**src/rtl/ram_port_b_arbiter_pkg.sv**
```systemverilog
// Shared types for the RAM port B arbiter: owner encoding, FSM states, read tag.
package ram_port_b_arbiter_pkg;

    typedef enum logic {
        CORE = 1'b0,
        PIX  = 1'b1
    } owner_t;

    typedef enum logic [1:0] {
        IDLE     = 2'd0,
        OWN_CORE = 2'd1,
        OWN_PIX  = 2'd2
    } arb_state_t;

    typedef struct packed {
        logic   vld;
        owner_t owner;
    } rd_tag_t;

    localparam int DEF_RD_LAT   = 1;
    localparam int DEF_MAX_LOCK = 4;

    function automatic arb_state_t own_state(owner_t o);
        return (o == PIX) ? OWN_PIX : OWN_CORE;
    endfunction

endpackage

```
**src/rtl/ram_port_b_arbiter_rd_tag_pipe.sv**
```systemverilog
// Shift register of {valid, owner} tags that tracks reads in flight through the RAM.
// One entry enters per cycle; the last stage lines up with the returned ram_rdata.
module rd_tag_pipe
    import ram_port_b_arbiter_pkg::*;
#(
    parameter int DEPTH = 2
) (
    input  logic   clk_i,
    input  logic   clr_n_i,
    input  logic   in_vld_i,
    input  owner_t in_owner_i,
    output logic   out_vld_o,
    output owner_t out_owner_o
);

    rd_tag_t tag_q [DEPTH];

    always_ff @(posedge clk_i) begin
        if (!clr_n_i) begin
            for (int i = 0; i < DEPTH; i++) begin
                tag_q[i] <= '{vld: 1'b0, owner: CORE};
            end
        end else begin
            tag_q[0] <= '{vld: in_vld_i, owner: in_owner_i};
            for (int i = 1; i < DEPTH; i++) begin
                tag_q[i] <= tag_q[i-1];
            end
        end
    end

    assign out_vld_o   = tag_q[DEPTH-1].vld;
    assign out_owner_o = tag_q[DEPTH-1].owner;

endmodule

```
**src/rtl/ram_port_b_arbiter.sv**
```systemverilog
// Round-robin arbiter for RAM port B between the soft core and the pixel writer,
// with a bounded lock for atomic read-modify-write and read-data return routing.
module ram_port_b_arbiter
    import ram_port_b_arbiter_pkg::*;
#(
    parameter int AW       = 16,
    parameter int DW       = 16,
    parameter int RD_LAT   = DEF_RD_LAT,
    parameter int MAX_LOCK = DEF_MAX_LOCK
) (
    input  logic          clk,
    input  logic          rst,

    input  logic          core_req,
    input  logic          core_we,
    input  logic          core_lock,
    input  logic [AW-1:0] core_addr,
    input  logic [DW-1:0] core_wdata,
    output logic          core_gnt,
    output logic          core_rvalid,
    output logic [DW-1:0] core_rdata,

    input  logic          pix_req,
    input  logic          pix_we,
    input  logic          pix_lock,
    input  logic [AW-1:0] pix_addr,
    input  logic [DW-1:0] pix_wdata,
    output logic          pix_gnt,
    output logic          pix_rvalid,
    output logic [DW-1:0] pix_rdata,

    output logic [AW-1:0] ram_addr,
    output logic [DW-1:0] ram_wdata,
    output logic          ram_we,
    input  logic [DW-1:0] ram_rdata
);

    arb_state_t    state_q, state_d;
    logic [3:0]    lock_cnt_q, lock_cnt_d;
    owner_t        last_owner_q, last_owner_d;

    logic [AW-1:0] ram_addr_q;
    logic [DW-1:0] ram_wdata_q;
    logic          ram_we_q;
    logic [DW-1:0] core_rdata_q, pix_rdata_q;

    logic          core_elig, pix_elig;
    logic          gnt_any, gnt_lock, gnt_we;
    owner_t        gnt_owner;
    logic [3:0]    cnt_inc;

    logic          tag_vld;
    owner_t        tag_owner;

    // State register plus the registered port B access.
    always_ff @(posedge clk) begin
        if (!rst) begin
            state_q      <= IDLE;
            lock_cnt_q   <= 4'd0;
            last_owner_q <= PIX;
            ram_addr_q   <= '0;
            ram_wdata_q  <= '0;
            ram_we_q     <= 1'b0;
            core_rdata_q <= '0;
            pix_rdata_q  <= '0;
        end else begin
            state_q      <= state_d;
            lock_cnt_q   <= lock_cnt_d;
            last_owner_q <= last_owner_d;
            if (gnt_any) begin
                ram_addr_q  <= pix_gnt ? pix_addr  : core_addr;
                ram_wdata_q <= pix_gnt ? pix_wdata : core_wdata;
                ram_we_q    <= gnt_we;
            end else begin
                ram_we_q    <= 1'b0;
            end
            if (core_rvalid) core_rdata_q <= ram_rdata;
            if (pix_rvalid)  pix_rdata_q  <= ram_rdata;
        end
    end

    // Grant decode: a locked owner shuts out the other requester even when idle.
    always_comb begin
        core_elig = 1'b0;
        pix_elig  = 1'b0;
        case (state_q)
            IDLE: begin
                core_elig = core_req;
                pix_elig  = pix_req;
            end
            OWN_CORE: core_elig = core_req;
            OWN_PIX:  pix_elig  = pix_req;
            default: ;
        endcase
        core_gnt = 1'b0;
        pix_gnt  = 1'b0;
        if (rst) begin
            if (core_elig && pix_elig) begin
                core_gnt = (last_owner_q == PIX);
                pix_gnt  = (last_owner_q == CORE);
            end else begin
                core_gnt = core_elig;
                pix_gnt  = pix_elig;
            end
        end
    end

    always_comb begin
        gnt_any      = core_gnt | pix_gnt;
        gnt_owner    = pix_gnt ? PIX : CORE;
        gnt_lock     = pix_gnt ? pix_lock : core_lock;
        gnt_we       = pix_gnt ? pix_we : core_we;
        cnt_inc      = lock_cnt_q + 4'd1;
        state_d      = state_q;
        lock_cnt_d   = lock_cnt_q;
        last_owner_d = last_owner_q;
        if (gnt_any) begin
            last_owner_d = gnt_owner;
            // The grant that reaches MAX_LOCK is the last one the owner keeps.
            if (gnt_lock && (cnt_inc < 4'(MAX_LOCK))) begin
                state_d    = own_state(gnt_owner);
                lock_cnt_d = cnt_inc;
            end else begin
                state_d    = IDLE;
                lock_cnt_d = 4'd0;
            end
        end
    end

    rd_tag_pipe #(
        .DEPTH (RD_LAT + 1)
    ) u_rd_tag_pipe (
        .clk_i       (clk),
        .clr_n_i     (rst),
        .in_vld_i    (gnt_any & ~gnt_we),
        .in_owner_i  (gnt_owner),
        .out_vld_o   (tag_vld),
        .out_owner_o (tag_owner)
    );

    always_comb begin
        core_rvalid = rst & tag_vld & (tag_owner == CORE);
        pix_rvalid  = rst & tag_vld & (tag_owner == PIX);
        // Bypass so rdata is valid in the same cycle as its rvalid pulse.
        core_rdata  = core_rvalid ? ram_rdata : core_rdata_q;
        pix_rdata   = pix_rvalid  ? ram_rdata : pix_rdata_q;
    end

    assign ram_addr  = ram_addr_q;
    assign ram_wdata = ram_wdata_q;
    assign ram_we    = ram_we_q;

endmodule

```
**config.mk**
```make
export PLATFORM = sky130hd
export DESIGN_NAME = ram_port_b_arbiter
export DESIGN_NICKNAME = d
export VERILOG_FILES = /design/src/rtl/ram_port_b_arbiter_pkg.sv /design/src/rtl/ram_port_b_arbiter_rd_tag_pipe.sv /design/src/rtl/ram_port_b_arbiter.sv
export SDC_FILE = /design/constraint.sdc
export NUM_CORES = 1
export LEC_CHECK = 0
export CORE_UTILIZATION = 41
export DETAILED_ROUTE_END_ITERATION = 7
export GPL_TIMING_DRIVEN = 0
export PLACE_DENSITY = 0.84
export SLEW_MARGIN = 5
export SYNTH_ARGS = -nofsm -noshare
export SYNTH_HDL_FRONTEND = slang
export SYNTH_SLANG_ARGS = --single-unit
```
**constraint.sdc**
```tcl
create_clock -name clk -period 1.5 [get_ports clk]
set_input_delay 0.225 -clock clk [delete_from_list [all_inputs] [get_ports clk]]
set_output_delay 0.225 -clock clk [all_outputs]
set_load 0.02 [all_outputs]
```
* Yosys cells after proc, flatten, opt, wreduce, memory -nomap -nowiden
Memory sizes are Yosys's and may differ from the RTL's. Cells that the tools add are included.
Cells by class: add/subtract/negate cells 1, $lt $le $gt $ge 1, eq/ne operators 2, multiplexer cells 20, bitwise gates (word level) 10, reductions and logical operators 6
Operators with widths (number):
- two-way mux 16 bit | 4
- two-way mux 1 bit | 11
- two-way mux 2 bit | 4
- adder 4 x 1 -> 4 bit (second input constant) | 1
- AND 1 bit | 4
- less-than comparator 4 x 3 -> 1 bit (second input constant) | 1
- two-way mux 4 bit | 1
- OR reduction 2 bit | 2
- inverter 1 bit | 3
- bitwise OR 1 bit | 3
- == test 2 x 1 -> 1 bit (second input constant) | 1
- == test 2 bit (second input constant) | 1
- logical AND 1 bit | 2
- logical NOT 2 bit | 1
- AND reduction 2 bit | 1
Storage, ports and cells: bits in registers 72, bits in writable memories 4, input port bits 88, output and inout port bits 69, logic and storage cells 49, memories kept 1
Memory list:
- u_rd_tag_pipe.tag_q | words 2, bits a word 2, rd ports 2, clocked after memory_dff 0, write ports 2, RTL line ram_port_b_arbiter_rd_tag_pipe.sv:16 | rd_tag_t tag_q [DEPTH];

* Logic depth before layout (Yosys ltp)
depth in word-level cells 10, gate-level depth with buffers 6, gate-level depth less buffers 5

* Modules after synthesis
A second synthesis with hierarchy kept.
Second synthesis, totals: cells, all modules 307, area total of the unflattened synthesis 3392.0 um^2
By module, submodules not included:
- ram_port_b_arbiter | instances 1, cells each 299, area each 3286.9 um^2, seq. area each 1441.4 um^2
- rd_tag_pipe | instances 1, cells each 8, area each 105.1 um^2, seq. area each 80.1 um^2

* Least setup slack after synthesis
OpenSTA, ideal clock, no wires.
path kind reg-to-reg, start memory u_rd_tag_pipe.tag_q[0][2] in the netlist's numbering, end register core_rdata_q[0], setup time 0.115 ns, arrival 1.326 ns, data required time 1.385 ns, slack 0.059 ns, cell stages (with the launch flop) 5, path buffers 1, clock period less this slack 1.441 ns, path through dfxtp_1 > nand3b_4 > buf_2 > mux2_2 > and2_1
RTL lines:
- from (decl) | RTL line ram_port_b_arbiter_rd_tag_pipe.sv:16
- to (signal assigned) | RTL line ram_port_b_arbiter.sv:77 | if (core_rvalid) core_rdata_q <= ram_rdata;
- to (decl) | RTL line ram_port_b_arbiter.sv:45 | logic [DW-1:0] core_rdata_q, pix_rdata_q;

==> run metrics <==
outcome finished with violations; failing checks setup timing; worst min-delay path category in2reg; Placed Area slightly below 0.005 mm²; Max clock buf depth 2; initial antenna violation count 0; Slew Viols, Final 0; cells after synthesis between 300 and 400; critical path required time about 1.3 ns; setup violators final 35; Overflow after GRT 0; WL/cell approximately 16 µm; first-pass GRT wire length ~15000 µm; share of layout cells above drive strength 1 0.308; worst r2r dst ram_wdata[12]; element type at the critical path end primary output; RSZ-0062 raised after global routing true; worst skew pair latency between 0.3 and 0.4 ns; Clock Pin Slew Worst Setup and Hold Paths around 0.090 ns; total nets after synthesis approximately 430; Mean Syn Cell Area 9.56 µm²; Final WS setup -0.256 ns; final instance area between 0.005 and 0.006 mm²; post-DP HPWL ~6700 µm; max_slew headroom 0.565; Tightest Pin Transition between 0.6 and 0.7 ns; Core ar. ~0.0077 mm²; Post-Synth Simple-Gate Area 0.232; vias in the first global route between 3000 and 4000; routability congestion estimate 0.762; DRC violations left 0; fillcell total roughly 530; largest net degree at the start of global routing 14; Syn. warnings 0; min-delay src core_addr[6]; final wirelength around 10000 µm; First DRT Iteration DRCs between 40 and 50; n_diodes 0; Reg2Reg Depth 6; nets about 620; CTS sink cnt 76; Post-Syn Area 0.00324 mm²; vias per cell 5.07; worst vdd ir around 490 µV; min Tclk post-route about 1.8 ns; Pwr per Cell Area ~840 mW/mm²; clk_skew roughly 0.015 ns; initial core utilization 0.422; CP startpoint kind register; adder-cell area share of the yosys netlist 0.00386; worst setup path endpoint core_rdata[4]; fin crit share 1.17; maxcap violations 0; H-tree levels 3; sequential share of the synthesized area 0.469; Die ar. between 0.008 and 0.009 mm²; Tot GR Track Use 0.230; final hold violation count 0; Synth Area in Compound Gates 0.114; CTS Hold Buffers Added 0; Crit Path Category reg2out; Pleak ~2.6 nW; die height just over 90 µm; Critical R2R Launch state_q[1]; TritonCTS clock tree built; #FFs+latches synth 76; drt pass-1 iters 6; total vias in the final route 3217; post-synth cell types 36; post-route core utilization 0.739; mux cell area share after synthesis 0.122; CP Launch Point u_rd_tag_pipe.tag_q[0][2]; port bufs ~160; synth-to-layout area growth 75.4%; WP data arrival around 1.5 ns; root buf cell clkbuf_8; # rows 32; chip width a little over 90 µm; worst-path maximum fanout 5; largest family of logic cells by synthesized area simple AND/OR/NAND/NOR gates; FMAX between 500 and 600 MHz; Synth Area in XOR/XNOR 0; worst reg2reg setup slack roughly 0.04 ns; CTS Buf Count 9; Ports 157; Routed Antenna Nets 0
## cell usage after synthesis
master	number	area, µm²
a311oi_1	32	280
a32o_1	1	10.0
nand2b_1	2	12.5
o211ai_1	1	7.51
a211o_1	1	8.76
buf_4	4	30.0
and2_4	1	8.76
and4_1	2	17.5
dfxtp_1	76	1520
or2_1	1	6.26
o21ai_2	1	8.76
nand4_1	2	12.5
nand2_1	70	263
nand3b_4	1	20.0
a21oi_1	1	5.00
inv_2	1	3.75
ha_1	1	12.5
clkbuf_1	7	26.3
buf_6	7	78.8
o31ai_1	2	15.0
and3b_1	1	8.76
mux2_2	23	259
o21a_1	2	15.0
nand3_1	2	10.0
mux2_4	9	135
nand2b_4	1	13.8
o22ai_1	2	12.5
nand3_4	1	17.5
o21ai_0	1	5.00
nor2b_1	1	6.26
nand3b_1	1	7.51
inv_1	5	18.8
nor3b_1	1	7.51
and2_1	34	213
nor2_1	34	128
buf_2	7	35.0
## report_power, final
part / total, mW / switching (mW) / internal, mW / leakage (nW)
Sequential: 2.19 / 0.0603 / 2.13 / 0.624
Combinational: 1.07 / 0.501 / 0.567 / 1.86
Clock: 1.53 / 0.764 / 0.769 / 0.0962
Total: 4.79 / 1.33 / 3.46 / 2.58
## critical path: stages (launching register included)
cell and delay, ns:
dfxtp_2 0.34, nand3b_4 0.21, clkbuf_16 0.19, mux2_4 0.30, buf_6 0.14
## kinds of logic (layout without fill, tap and decap cells)
| family | count (synthesis) | count (layout) |
|---|---|---|
| simple gates | 155 | 155 |
| flops | 76 | 76 |
| compound gates | 44 | 44 |
| mux | 32 | 32 |
| buf+inv | 31 | 225 |
| fa+ha+maj | 1 | 1 |
## layout by cell type, fill, tap and decap left out, types with 3 or more instances in the layout
| master | count |
|---|---|
| clkdlybuf4s50_1 | 85 |
| clkbuf_16 | 3 |
| buf_12 | 3 |
| dlygate4sd2_1 | 35 |
| clkbuf_8 | 9 |
| clkbuf_1 | 8 |
| dfxtp_1 | 70 |
| buf_4 | 17 |
| a311oi_2 | 12 |
| and2_1 | 34 |
| nand2_1 | 69 |
| a311oi_1 | 20 |
| dfxtp_2 | 4 |
| buf_8 | 6 |
| buf_6 | 44 |
| nor2_2 | 10 |
| inv_1 | 3 |
| nor2_1 | 24 |
| mux2_4 | 32 |
## worst min-delay path by stage
stage                     cells after the start                        end
final                                         3                ram_addr[6]
after CTS                                     3                ram_addr[6]
after global routing                          3                ram_addr[6]
after floorplan                               1  u_rd_tag_pipe.tag_q[0][1]
after detailed placement                      1  u_rd_tag_pipe.tag_q[0][2]
after global placement                        1  u_rd_tag_pipe.tag_q[0][2]
## layer usage
layer  part of all wire  vias to the layer above  track usage
met5                  0                        -            0
met4             0.0083                        0       0.0595
met3              0.080                        9       0.0884
met2               0.50                      133        0.403
met1               0.41                     1533        0.262
li1                   -                     1542            -
## stage by stage
step                TNS [ns]  total power [mW]  hold slack, ns  setup slack [ns]  cells
global route           -8.89              5.01           0.433            -0.316    635
floorplan                  0              2.66           0.319            0.0590    339
global placement      -49.84              3.17           0.417            -0.994    597
finish                 -6.90              4.79           0.441            -0.256    635
detailed placement    -51.90              3.19           0.435             -1.01    597
CTS                    -6.33              4.71           0.436            -0.252    623
## state kept, by name, indices dropped and copies added, names as in the netlist
register             count
core_rdata_q            16
last_owner_q             1
lock_cnt_q               4
pix_rdata_q             16
ram_addr                16
ram_wdata               16
ram_we                   1
state_q                  2
u_rd_tag_pipe.tag_q      4
## area by class of cell
| class | instances | area [µm²] | share of cell area |
|---|---|---|---|
| inverters | 6 | 27.5 | 0.00484 |
| flip-flops and latches | 76 | 1530 | 0.270 |
| clock buffers | 10 | 128 | 0.0225 |
| well taps | 102 | 128 | 0.0225 |
| plain buffers | 23 | 224 | 0.0394 |
| repair buffers | 180 | 1830 | 0.322 |
| multi-input cells | 232 | 1750 | 0.308 |
| clock inverters | 6 | 65.1 | 0.0114 |
## timing repair
action	CTS	global route
endpoints found under the setup margin	114	71
pin swaps	3	9
resized for setup	266	80
setup buffers	10	12
gates cloned	0	3
(Power assumes the default switching activity.)
